$ cat src/rtl/seq_multiplier_n.sv
// Sequential shift-add multiplier: one partial-product iteration per clock,
// unsigned or two's-complement operands, exact 2*WIDTH-bit result.
module seq_multiplier_n #(
    parameter int WIDTH = 32
) (
    input  logic               clk,
    input  logic               rst_n,
    input  logic               start,
    input  logic               signed_mode,
    input  logic [WIDTH-1:0]   a,
    input  logic [WIDTH-1:0]   b,
    output logic               busy,
    output logic               done,
    output logic [2*WIDTH-1:0] product
);

    typedef enum logic {IDLE, RUN} state_t;

    localparam int CW = $clog2(WIDTH);
    localparam logic [CW-1:0] LAST = CW'(WIDTH - 1);

    state_t               state_q, state_d;
    logic [2*WIDTH-1:0]   mcand_q, mcand_d;
    logic [WIDTH-1:0]     mplier_q, mplier_d;
    logic [2*WIDTH-1:0]   acc_q, acc_d;
    logic [2*WIDTH-1:0]   acc_sum;
    logic [CW-1:0]        cnt_q, cnt_d;
    logic                 neg_q, neg_d;
    logic                 busy_q, busy_d;
    logic                 done_q, done_d;
    logic [2*WIDTH-1:0]   product_q, product_d;

    // |x| as an unsigned WIDTH-bit value; the most negative input maps to 2^(WIDTH-1).
    function automatic logic [WIDTH-1:0] magnitude(input logic [WIDTH-1:0] x,
                                                   input logic sgn);
        logic [WIDTH-1:0] m;
        m = (sgn && x[WIDTH-1]) ? ('0 - x) : x;
        return m;
    endfunction

    always_comb begin
        state_d   = state_q;
        mcand_d   = mcand_q;
        mplier_d  = mplier_q;
        acc_d     = acc_q;
        cnt_d     = cnt_q;
        neg_d     = neg_q;
        busy_d    = busy_q;
        done_d    = 1'b0;
        product_d = product_q;
        acc_sum   = acc_q + (mplier_q[0] ? mcand_q : '0);

        case (state_q)
            IDLE: begin
                if (start) begin
                    mcand_d  = {{WIDTH{1'b0}}, magnitude(a, signed_mode)};
                    mplier_d = magnitude(b, signed_mode);
                    neg_d    = signed_mode & (a[WIDTH-1] ^ b[WIDTH-1]);
                    acc_d    = '0;
                    cnt_d    = '0;
                    busy_d   = 1'b1;
                    state_d  = RUN;
                end
            end
            RUN: begin
                acc_d    = acc_sum;
                mcand_d  = mcand_q << 1;
                mplier_d = mplier_q >> 1;
                // The last iteration's sum goes straight to product, sign-corrected.
                if (cnt_q == LAST) begin
                    product_d = neg_q ? ('0 - acc_sum) : acc_sum;
                    done_d    = 1'b1;
                    busy_d    = 1'b0;
                    state_d   = IDLE;
                end else begin
                    cnt_d = cnt_q + CW'(1);
                end
            end
            default: state_d = IDLE;
        endcase
    end

    always_ff @(posedge clk or negedge rst_n) begin
        if (!rst_n) begin
            state_q   <= IDLE;
            mcand_q   <= '0;
            mplier_q  <= '0;
            acc_q     <= '0;
            cnt_q     <= '0;
            neg_q     <= 1'b0;
            busy_q    <= 1'b0;
            done_q    <= 1'b0;
            product_q <= '0;
        end else begin
            state_q   <= state_d;
            mcand_q   <= mcand_d;
            mplier_q  <= mplier_d;
            acc_q     <= acc_d;
            cnt_q     <= cnt_d;
            neg_q     <= neg_d;
            busy_q    <= busy_d;
            done_q    <= done_d;
            product_q <= product_d;
        end
    end

    assign busy    = busy_q;
    assign done    = done_q;
    assign product = product_q;

endmodule

$ cat config.mk
export PLATFORM = sky130hd
export DESIGN_NAME = seq_multiplier_n
export DESIGN_NICKNAME = d
export VERILOG_FILES = /design/src/rtl/seq_multiplier_n.sv
export SDC_FILE = /design/constraint.sdc
export NUM_CORES = 1
export LEC_CHECK = 0
export CORE_UTILIZATION = 60
export DETAILED_ROUTE_END_ITERATION = 8
export GPL_TIMING_DRIVEN = 0
export PLACE_DENSITY = 0.82
export SLEW_MARGIN = 25
export SYNTH_ARGS = -nofsm -noshare
export SYNTH_HDL_FRONTEND = slang
export SYNTH_SLANG_ARGS = --single-unit
$ cat constraint.sdc
create_clock -name clk -period 6.45 [get_ports clk]
set_clock_uncertainty 0.1 [all_clocks]
set_input_delay 1.29 -clock clk [delete_from_list [all_inputs] [get_ports clk]]
set_output_delay 1.29 -clock clk [all_outputs]
set_load 0.05 [all_outputs]
==> metrics.yaml <==
yosys:
  ys_top_cells_by_area: "dfrtp_1, o21ai_0, nand2_1, ha_1, xor2_1"
  syn-num-nets: 2210
  yosys_warnings: 0
  synth_edf_count: 0
  synth_top_area_cell: "dfrtp_1"
  synth-seq-cells: 233
  ys.flop_type: "dfrtp_1"
  syn_avg_cell_area_sq_um: 8.09
  synth_cell_types: 83
  synthArstFlopShare_pct: 100
  synth_seq_area_share_pct: 34.8
  syn_area_sq_mm: 0.0168
  synthCells: 2073
  synth_top_area_share_pct: 34.8
global_route:
  grt_max_degree: 91
  grt_pass1_vias: 15900
  grt_usage_pct: 37.7
  antenna_found_initial: 1
  grt_overflow: 0
  grt_pass1_wl_microns: 84300
drt:
  routed_wl_microns: 54000
  first_pass_iters: 5
  num_vias: 16700
  remaining_drc_errors: 0
  drt_iter0_markers: 1697
  final_antenna_net_count: 0
  vias_per_cell: 6.36
  wl_per_cell_microns: 20.6
timing:
  slew_headroom_pct: 28.4
  fin_crit_ps: 6330
  fmax_mhz: 158
  setup-tns-final_ps: 0
  finalCritPeriodShare_pct: 98.1
  worst_slew_pin_slew_ps: 1070
  rsz0062_at_grt: "false"
  setup_viol: 0
  drv_slew: 0
  fin_ws_ps: 124
  hold_violations: 0
pwr:
  netSwitchingPower_mw: 4.64
  swShare_pct: 49.5
  power_density_mw_per_mm2: 483
  clkPwrFrac_pct: 15.5
  finalPower_mw: 9.39
  intPower_mw: 4.74
  p_seq_share_pct: 27.3
  comb_power_share_pct: 57.2
  leakagePower_nw: 8.07
  ir_worst_vdd_mv: 0.220
floorplan:
  ios: 134
  initial_utilization_pct: 61.7
  fp-row-count: 60
  die_x_microns: 169
  die_y_microns: 169
  core-area_sq_mm: 0.0272
  dieArea_sq_mm: 0.0286
placed_design:
  placed_area_sq_mm: 0.0186
  dpl_worst_slack_ps: 244
  io_buffers: 132
  gp_congestion: 1.02
  dp_hpwl_microns: 41300
cts:
  cts_sinks: 233
  clk_pin_slew_ps: 60
  cts_tree: "done"
  clk_latency_ps: 560
  htreeDepth: 1
  post-cts-setup-buffer-count: 0
  cts_max_path_buffers: 3
  cts_buffers: 25
  root_buffer: "clkbuf_16"
final_layout:
  stdcell_area_sq_mm: 0.0194
  drive_gt1_share_pct: 4.22
  nets: 2370
  nFillCells: 2229
  synthToLayoutAreaGrowth_pct: 15.8
  antenna_cells: 0
critical_path:
  cp-end-kind: "flip-flop"
  start_kind: "flip-flop"
  regToRegStartpoint: "mplier_q[0]$_DFFE_PN0P_"
  path_class: "reg2reg"
  cp.required_ps: 6760
  worstPathArrival_ps: 6640
  worstRegToRegCells: 17
  crit_path_max_fanout: 11
  r2r_end: "product[53]$_DFFE_PN0P_"
  r2r_slack_ps: 120
hold_path:
  hold_end: "product[30]$_DFFE_PN0P_"
  hold_start: "product[30]$_DFFE_PN0P_"
  hold-path-cell-count: 2
  hold_class: "reg2reg"
run:
  maxCapViolCount: 0
status:
  status: "completed"
[placed cells by master, fill, tap and decap left out, types with 7 or more instances in the layout]
master	count
nand2_1	388
o21ai_0	311
dfrtp_1	233
clkdlybuf4s50_1	131
clkbuf_1	109
a21oi_1	94
xor2_1	94
nor2_1	89
and2_1	76
xnor2_1	68
ha_1	68
a22o_1	41
nand3_1	38
nor3_1	32
nand4_1	32
o31ai_1	30
o21ai_1	30
inv_1	27
or3_1	25
clkbuf_16	25
o21a_1	21
a21o_1	19
mux2i_1	17
o211ai_1	16
nor4_1	15
nor2b_1	15
a211oi_1	15
a31oi_1	10
a21boi_0	10
buf_1	9
buf_2	8
o21bai_1	8
or2_2	8
nand2b_1	8
or4_1	7
o22ai_1	7
[power by group through the flow]
stage          Sequential (mW)  Clock [mW]  Combinational, mW
2_1_floorplan             3.07           0               3.10
3_5_place_dp              2.54           0               5.23
5_1_grt                   2.62        1.51               5.79
4_1_cts                   2.53        1.46               5.28
6_report                  2.56        1.46               5.37
3_3_place_gp              2.52           0               5.08
[worst max-delay path: stages (launching register included)]
cell and delay [ps]:
dfrtp_1 700, clkbuf_1 440, and2_1 200, ha_1 210, inv_1 70, fa_1 440, nor2b_1 230, o2111a_1 280
o21ai_1 170, a211oi_2 570, o21ai_0 290, a21boi_0 600, o211ai_2 250, nor4_2 460, nand4_2 420, o21ai_0 350
xor2_1 270, o21ai_0 120
[layout make-up]
type,count,area [sq um],share of cell area (%)
clock buffer,36,717,3.69
sequential,233,5830,30.0
timing repair buffer,134,1380,7.11
inverter,27,101,0.522
multi-input combinational,1691,10400,53.4
clock inverter,9,97.6,0.502
tap,372,465,2.40
buffer,121,468,2.41
[flip-flops by register name (all words and copies together) (netlist names)]
| name | count |
|---|---|
| done | 1 |
| mcand_q | 64 |
| acc_q | 64 |
| cnt_q | 5 |
| state_q | 1 |
| neg_q | 1 |
| busy | 1 |
| product | 64 |
| mplier_q | 32 |
[cells in the mapped netlist, drive strengths merged (18+ instances only)]
master	count
nor3	33
nand2	388
o21ai	342
xor2	94
buf	18
nor2	89
a21oi	100
o211ai	18
ha	68
xnor2	68
dfrtp	233
o31ai	34
nand3	38
o21a	21
and2	77
inv	27
a21o	19
clkbuf	104
nand4	35
a22o	41
a211oi	18
nor4	19
or3	25
[what timing repair did]
action / CTS / global route
hold buffers: 0 / 0
resized for setup: 0 / 0
endpoints found under the setup margin: 0 / 8
[per-layer routing]
metal / track usage [%] / share of wire, %
met1: 49.7 / 41
met2: 62.3 / 46
met4: 14.8 / 4.1
met5: 0 / 0.024
met3: 5.74 / 8.8
[worst max-delay path by stage]
stage                                 start                 endpoint  slack [ps]  depth (start not counted)
finish              mplier_q[0]$_DFFE_PN0P_  product[53]$_DFFE_PN0P_         120                         17
global route        mplier_q[0]$_DFFE_PN0P_  product[53]$_DFFE_PN0P_          50                         17
CTS                 mplier_q[0]$_DFFE_PN0P_  product[53]$_DFFE_PN0P_         190                         18
detailed placement  mplier_q[0]$_DFFE_PN0P_  product[53]$_DFFE_PN0P_         240                         18
global placement                      rst_n  mplier_q[8]$_DFFE_PN0P_       -5660                          1
floorplan           mplier_q[0]$_DFFE_PN0P_  product[57]$_DFFE_PN0P_        2010                         18
[cells by family (layout without fill, tap and decap cells)]
group / count (synthesis) / count (layout) / synth area share [%]
buf+inv: 149 / 327 / 3.42
simple gates: 762 / 762 / 21.6
flops: 233 / 233 / 34.8
mux: 17 / 17 / 1.01
xor+xnor: 162 / 162 / 8.46
compound gates: 681 / 681 / 25.5
fa+ha+maj: 69 / 69 / 5.19
[through the flow]
step / utilization (%) / hold WS (ps) / std cells
final: 71.5 / 380 / 2623
after floorplan: - / 348 / 2073
after global routing: 71.5 / 404 / 2623
after CTS: 71.5 / 375 / 2624
after global placement: 68.3 / 361 / 2577
after detailed placement: 68.5 / 366 / 2579
Power figures use the tool's default switching activity.
